$ cat src/rtl/led_pkg.sv
`default_nettype none
// ============================================================================
// Module      : led_pkg
// Description : Shared mode encoding and duty constants for the LED bank.
// Revision    : 1.0 - initial release
// ============================================================================
package led_pkg;

    typedef enum logic [1:0] {
        LED_OFF   = 2'd0,
        LED_ON    = 2'd1,
        LED_BLINK = 2'd2,
        LED_PULSE = 2'd3
    } led_mode_t;

    localparam int              DUTY_W    = 4;
    localparam logic [DUTY_W-1:0] DUTY_FULL = 4'hF;

endpackage
`default_nettype wire

$ cat src/rtl/led_blinker_bank_if.sv
`default_nettype none
// ============================================================================
// Module      : led_blinker_bank_if
// Description : Channel configuration write bus for the LED bank.
// Revision    : 1.0 - initial release
// ============================================================================
interface led_blinker_bank_if #(
    parameter int N_LED    = 8,
    parameter int PERIOD_W = 16
) ();
    logic                     cfg_we;
    logic [$clog2(N_LED):0]   cfg_sel;
    logic [1:0]               cfg_mode;
    logic [PERIOD_W-1:0]      cfg_half;
    logic [3:0]               cfg_duty;

    modport master (output cfg_we, cfg_sel, cfg_mode, cfg_half, cfg_duty);
    modport slave  (input  cfg_we, cfg_sel, cfg_mode, cfg_half, cfg_duty);
endinterface
`default_nettype wire

$ cat src/rtl/led_channel.sv
`default_nettype none
// ============================================================================
// Module      : led_channel
// Description : One LED channel: mode/half/duty registers, tick counter, FSM.
//               Duty register and PWM gating exist only with LED_PWM_EN.
// Revision    : 1.0 - initial release
// ============================================================================
module led_channel
    import led_pkg::*;
#(
    parameter int PERIOD_W     = 16,
    parameter int DEFAULT_HALF = 500
) (
    input  logic                sys_clk,
    input  logic                sys_rst,
    input  logic                tick_i,
    input  logic                trig_i,
    input  logic                wr_i,
    input  led_mode_t           mode_i,
    input  logic [PERIOD_W-1:0] half_i,
`ifdef LED_PWM_EN
    input  logic [DUTY_W-1:0]   duty_i,
    input  logic [DUTY_W-1:0]   pwm_nxt_i,
`endif
    output logic                led_o,
    output logic                busy_o
);

    led_mode_t           mode_q, mode_d;
    logic [PERIOD_W-1:0] half_q, half_d;
    logic [PERIOD_W-1:0] cnt_q, cnt_d;
    logic                phase_q, phase_d;
    logic                busy_q, busy_d;
    logic                last_w;

    // A stored half of 0 is treated as 1, so terminal count is then 0.
    assign last_w = (half_q == '0) ? (cnt_q == '0)
                                   : (cnt_q == half_q - PERIOD_W'(1));

    always_comb begin
        mode_d  = mode_q;
        half_d  = half_q;
        cnt_d   = cnt_q;
        phase_d = phase_q;
        busy_d  = busy_q;
        if (wr_i) begin
            mode_d  = mode_i;
            half_d  = half_i;
            cnt_d   = '0;
            phase_d = 1'b0;
            busy_d  = 1'b0;
        end else begin
            case (mode_q)
                LED_OFF: begin
                    phase_d = 1'b0;
                    busy_d  = 1'b0;
                end
                LED_ON: begin
                    phase_d = 1'b1;
                    busy_d  = 1'b0;
                end
                LED_BLINK: begin
                    if (tick_i) begin
                        if (last_w) begin
                            phase_d = ~phase_q;
                            cnt_d   = '0;
                        end else begin
                            cnt_d   = cnt_q + PERIOD_W'(1);
                        end
                    end
                end
                LED_PULSE: begin
                    if (trig_i) begin
                        phase_d = 1'b1;
                        busy_d  = 1'b1;
                        cnt_d   = '0;
                    end else if (busy_q && tick_i) begin
                        if (last_w) begin
                            phase_d = 1'b0;
                            busy_d  = 1'b0;
                            cnt_d   = '0;
                        end else begin
                            cnt_d   = cnt_q + PERIOD_W'(1);
                        end
                    end
                end
                default: ;
            endcase
        end
    end

    always_ff @(posedge sys_clk) begin
        if (sys_rst) begin
            mode_q  <= LED_OFF;
            half_q  <= PERIOD_W'(DEFAULT_HALF);
            cnt_q   <= '0;
            phase_q <= 1'b0;
            busy_q  <= 1'b0;
        end else begin
            mode_q  <= mode_d;
            half_q  <= half_d;
            cnt_q   <= cnt_d;
            phase_q <= phase_d;
            busy_q  <= busy_d;
        end
    end

    assign busy_o = busy_q;

`ifdef LED_PWM_EN
    logic [DUTY_W-1:0] duty_q, duty_d;
    logic              led_q;

    assign duty_d = wr_i ? duty_i : duty_q;

    // Gate against the pwm value that will be current after this edge.
    always_ff @(posedge sys_clk) begin
        if (sys_rst) begin
            duty_q <= DUTY_FULL;
            led_q  <= 1'b0;
        end else begin
            duty_q <= duty_d;
            led_q  <= phase_d & (pwm_nxt_i <= duty_d);
        end
    end

    assign led_o = led_q;
`else
    assign led_o = phase_q;
`endif

endmodule
`default_nettype wire

$ cat src/rtl/led_blinker_bank.sv
`default_nettype none
// ============================================================================
// Module      : led_blinker_bank
// Description : N_LED independent LED drivers sharing one tick prescaler.
//               Optional PWM brightness when LED_PWM_EN is defined.
// Revision    : 1.0 - initial release
// ============================================================================
module led_blinker_bank
    import led_pkg::*;
#(
    parameter int N_LED        = 8,
    parameter int CLK_HZ       = 100000000,
    parameter int TICK_HZ      = 1000,
    parameter int PERIOD_W     = 16,
    parameter int DEFAULT_HALF = 500
) (
    input  logic               sys_clk,
    input  logic               sys_rst,
    led_blinker_bank_if.slave  cfg,
    input  logic [N_LED-1:0]   trig_i,
    output logic [N_LED-1:0]   led_o,
    output logic [N_LED-1:0]   busy_o,
    output logic               tick_o
);

    localparam int DIV   = CLK_HZ / TICK_HZ;
    localparam int CNT_W = (DIV > 1) ? $clog2(DIV) : 1;
    localparam int SEL_W = $clog2(N_LED) + 1;

    logic [CNT_W-1:0] pre_q, pre_d;
    logic             tick_q, tick_d;
    logic [N_LED-1:0] wr_w;

    // tick is registered so it is high exactly while the count sits at DIV-1.
    always_comb begin
        pre_d  = (pre_q == CNT_W'(DIV - 1)) ? '0 : pre_q + CNT_W'(1);
        tick_d = (pre_d == CNT_W'(DIV - 1));
    end

    always_ff @(posedge sys_clk) begin
        if (sys_rst) begin
            pre_q  <= '0;
            tick_q <= 1'b0;
        end else begin
            pre_q  <= pre_d;
            tick_q <= tick_d;
        end
    end

    assign tick_o = tick_q;

`ifdef LED_PWM_EN
    logic [DUTY_W-1:0] pwm_q, pwm_d;

    assign pwm_d = pwm_q + DUTY_W'(1);

    always_ff @(posedge sys_clk) begin
        if (sys_rst) pwm_q <= '0;
        else         pwm_q <= pwm_d;
    end
`else
    logic unused_duty_w;
    assign unused_duty_w = ^cfg.cfg_duty;
`endif

    for (genvar k = 0; k < N_LED; k++) begin : g_ch
        assign wr_w[k] = cfg.cfg_we && (cfg.cfg_sel == SEL_W'(k));

        led_channel #(
            .PERIOD_W     (PERIOD_W),
            .DEFAULT_HALF (DEFAULT_HALF)
        ) u_ch (
            .sys_clk   (sys_clk),
            .sys_rst   (sys_rst),
            .tick_i    (tick_q),
            .trig_i    (trig_i[k]),
            .wr_i      (wr_w[k]),
            .mode_i    (led_mode_t'(cfg.cfg_mode)),
            .half_i    (cfg.cfg_half),
`ifdef LED_PWM_EN
            .duty_i    (cfg.cfg_duty),
            .pwm_nxt_i (pwm_d),
`endif
            .led_o     (led_o[k]),
            .busy_o    (busy_o[k])
        );
    end

endmodule
`default_nettype wire

$ cat src/flat_wrapper.sv
// flat-port wrapper written by rule: the top's interface ports become plain ports
module led_blinker_bank_flat import led_pkg::*;
#(
    parameter int N_LED        = 8,
    parameter int CLK_HZ       = 100000000,
    parameter int TICK_HZ      = 1000,
    parameter int PERIOD_W     = 16,
    parameter int DEFAULT_HALF = 500
)
  (sys_clk, sys_rst, trig_i, led_o, busy_o, tick_o, cfg_cfg_we, cfg_cfg_sel, cfg_cfg_mode, cfg_cfg_half, cfg_cfg_duty);
  led_blinker_bank_if #(.N_LED(N_LED), .PERIOD_W(PERIOD_W)) cfg_i ();
  input  logic sys_clk;
  input  logic sys_rst;
  input  logic [N_LED-1:0] trig_i;
  output logic [N_LED-1:0] led_o;
  output logic [N_LED-1:0] busy_o;
  output logic tick_o;
  input wire logic [$bits(cfg_i.cfg_we)-1:0] cfg_cfg_we;
  input wire logic [$bits(cfg_i.cfg_sel)-1:0] cfg_cfg_sel;
  input wire logic [$bits(cfg_i.cfg_mode)-1:0] cfg_cfg_mode;
  input wire logic [$bits(cfg_i.cfg_half)-1:0] cfg_cfg_half;
  input wire logic [$bits(cfg_i.cfg_duty)-1:0] cfg_cfg_duty;
  assign cfg_i.cfg_we = cfg_cfg_we;
  assign cfg_i.cfg_sel = cfg_cfg_sel;
  assign cfg_i.cfg_mode = cfg_cfg_mode;
  assign cfg_i.cfg_half = cfg_cfg_half;
  assign cfg_i.cfg_duty = cfg_cfg_duty;
  led_blinker_bank #(.N_LED(N_LED), .CLK_HZ(CLK_HZ), .TICK_HZ(TICK_HZ), .PERIOD_W(PERIOD_W), .DEFAULT_HALF(DEFAULT_HALF)) u_core (.sys_clk(sys_clk), .sys_rst(sys_rst), .cfg(cfg_i), .trig_i(trig_i), .led_o(led_o), .busy_o(busy_o), .tick_o(tick_o));
endmodule
$ cat config.mk
export PLATFORM = sky130hd
export DESIGN_NAME = led_blinker_bank_flat
export DESIGN_NICKNAME = d
export VERILOG_FILES = /design/src/rtl/led_pkg.sv /design/src/rtl/led_blinker_bank_if.sv /design/src/rtl/led_channel.sv /design/src/rtl/led_blinker_bank.sv /design/src/flat_wrapper.sv
export SDC_FILE = /design/constraint.sdc
export NUM_CORES = 1
export LEC_CHECK = 0
export CORE_UTILIZATION = 35
export DETAILED_ROUTE_END_ITERATION = 16
export GPL_ROUTABILITY_DRIVEN = 0
export SETUP_SLACK_MARGIN = 0.3
export SLEW_MARGIN = 20
export SYNTH_ARGS = -nofsm -noshare
export SYNTH_HDL_FRONTEND = slang
export SYNTH_SLANG_ARGS = --single-unit
$ cat constraint.sdc
create_clock -name sys_clk -period 8.55 [get_ports sys_clk]
set_clock_uncertainty 0.05 [all_clocks]
set_input_delay 0.855 -clock sys_clk [delete_from_list [all_inputs] [get_ports sys_clk]]
set_output_delay 0.855 -clock sys_clk [all_outputs]
set_load 0.01 [all_outputs]
==> out/metrics.cfg <==
[final_layout]
drive_gt1_share_pct=5.735
regArea_um2=6126
fin_nets=2514
area_delta_synth_final_pct=9.914
multi_input_area_um2=11700
fillers=5366

[timing]
worst_pin_slew_ns=1.127
fmaxAchievable_mhz=246.9
slew-limit-headroom_pct=22.89
hold_viol=0
rsz0062_at_grt=false
layout_min_cycle_time_ns=4.050
finalSetupViolCount=0
report.final.slew_viol_count=0
finalSetupTns_ns=0
finalCritPeriodShare_pct=47.36
whs_ns=0.3969

[worst_setup_path]
slowest_stage=a2111oi_0
cp_max_fo=25
critical_path_class=flop to flop
path_cells=inv_1 > ha_1 > xnor2_1 > or4_1 > or4_1 > a2111oi_0 > a41oi_4 > o31ai_1 > a21oi_1
endpoint_kind=flop
worstPathArrival_ns=4.42
cp_common_cell=or4_1
startpoint_type=flop
worstPathRequired_ns=8.92
slowest_delay_ns=0.96
reg2reg_depth=9

[clocking]
cts-root-buf=clkbuf_16
ctsHoldBuffers=0
cts_tree=yes
clock_path_buffers=3
clock_sinks=306
post_cts_resized=0
insertion_delay_ns=0.57
path_clk_slew_ns=0.05
cts_max_level=2
postCtsSetupBuffers=0
cts_made_buffers=37

[logic_synthesis]
synthesis.nets=2596
yosys.cell_count.top_type=nand2_1
syn_avg_cell_area_um2=7.481
syn_inst=2534
syn-cell-area_um2=18960
yosys.area.top_type=dfxtp_1
yosys.cell_types.count=88
postSynth.asyncResetShare_pct=0
synth.area.top_cells=dfxtp_1, nand2_1, xnor2_1
synthTopCellsByCount=nand2_1, dfxtp_1, a21oi_1, clkbuf_1, nor2_1
ys_seq_area_share_pct=32.32
synth_flop_cell=dfxtp_1
synth_warnings=0
synth_edf_count=0
synth-seq-cells=306
synth.top_cell.area_share_pct=32.32

[floorplanning]
rows=84
start_util_pct=35.71
pin_count=54
dieWidth_um=234.7
die_h_um=234.7
fp.coreArea_um2=53080
die_area_um2=55090

[pwr]
p_leak_nw=7.089
p_per_area_nw_per_um2=158.5
vdd_ir_drop_max_mv=0.1084

[detailed_routing]
drtIter0Drc=1359
avgViaCountPerCell=5.633
drtAntennaViolNets=0
route.met2.wl_um=23740
totalWireLength_um=53120
dr.pass1.iters=5
vias=17830
topRoutingLayerUsed=met4
wl_met3_um=2994
drcViolationCount=0
m1WireLength_um=25020
routedWlPerCell_um=16.78

[grt]
grt_start_max_net_pins=150
grt_pass1_vias=16430
antenna_found_initial=2
grt_overflow=0
grt_pass1_wl_um=85190
grtUsageTotal_pct=18.62

[worst_hold_path]
hp-class=flop to flop
min_path_cells=1

[placement]
io_buffers=49
dpl.hpwl_um=36420

[job]
drv_cap=0

[status]
status=complete, no violations

-- path summary, 6_finish.rpt --
path / from / endpoint / slack, ns
worst max-delay path: u_core.g_ch[6].u_ch.half_q[0] / u_core.g_ch[6].u_ch.busy_o / 4.50
worst min-delay path: u_core.pre_q[0] / u_core.pre_q[0] / 0.40
worst max register to register: u_core.g_ch[6].u_ch.half_q[0] / u_core.g_ch[6].u_ch.busy_o / 4.50
worst min register to register: u_core.pre_q[0] / u_core.pre_q[0] / 0.40
-- flip-flops by register name (all words and copies together) (netlist names) --
register / cells
u_core.pre_q: 17
u_core.g_ch.u_ch.mode_q: 16
u_core.g_ch.u_ch.busy_o: 8
u_core.g_ch.u_ch.half_q: 128
u_core.g_ch.u_ch.led_o: 8
u_core.g_ch.u_ch.cnt_q: 128
u_core.tick_o: 1
-- power breakdown --
group / total, mW / internal [mW] / switching (mW)
combinational: 0.201 / 0.0767 / 0.124
sequential: 1.49 / 1.45 / 0.0386
clock: 1.61 / 0.955 / 0.660
-- through the flow --
| stage | setup WS, ns | instances | power [mW] | cell area (µm²) | util, % |
|---|---|---|---|---|---|
| after detailed placement | 4.582 | 3101 | 1.715 | 19600 | 36.93 |
| after global placement | 4.612 | 3101 | 1.709 | 19600 | 36.93 |
| after global routing | 4.228 | 3164 | 3.421 | 20830 | 39.25 |
| after CTS | 4.565 | 3164 | 3.339 | 20820 | 39.22 |
| after floorplan | 5.413 | 2534 | 1.648 | 18960 | - |
| final | 4.500 | 3165 | 3.302 | 20840 | 39.26 |
-- layout by cell type (no fill, tap or decap), types with 56 or more instances in the layout --
cell      netlist  layout
nor4_1         63      63
nand2_1       480     480
xnor2_1       113     113
a31oi_1        63      63
nand3b_1       56      56
o21ai_0        82      82
xor2_1         64      64
a21oi_1       170     170
inv_1          84      84
and3_1         68      68
nand3_1        84      84
nor3_1         79      77
nor2_1        128     127
dfxtp_1       306     306
-- routing by layer --
metal  global-route usage [%]  up-vias
met2                    29.84      435
met1                    25.64     8501
met3                    2.373       93
met5                        0        -
met4                    6.459        0
li1                         -     8801
-- kinds of logic after synthesis --
| kind of cell | count (synthesis) | synth area share, % |
|---|---|---|
| compound gates | 496 | 16.99 |
| xor+xnor | 177 | 8.178 |
| fa+ha+maj | 25 | 1.650 |
| buf+inv | 269 | 6.145 |
| flops | 306 | 32.32 |
| mux | 30 | 1.630 |
| simple gates | 1231 | 33.09 |
-- worst max-delay path, delay by kind of cell, from the launching register on --
| kind | cells | cell delay, ns |
|---|---|---|
| AND/OR/NAND/NOR | 2 | 1.04 |
| XOR/XNOR | 1 | 0.12 |
| AO/OA/AOI/OAI | 4 | 1.94 |
| buffers and inverters | 1 | 0.06 |
| adder cells (fa/ha/maj) | 1 | 0.30 |
| flip-flops | 1 | 0.41 |
-- cell type report --
| type | instances | area share, % |
|---|---|---|
| Clock buffer | 47 | 4.816 |
| Clock inverter | 16 | 1.033 |
| Timing Repair Buffer | 63 | 2.907 |
| Inverter | 85 | 1.531 |
| Antenna cell | 1 | 0.01201 |
| Tap cell | 688 | 4.132 |
| Sequential cell | 306 | 29.40 |
| Multi-Input combinational cell | 1959 | 56.17 |
(Power assumes the default switching activity.)
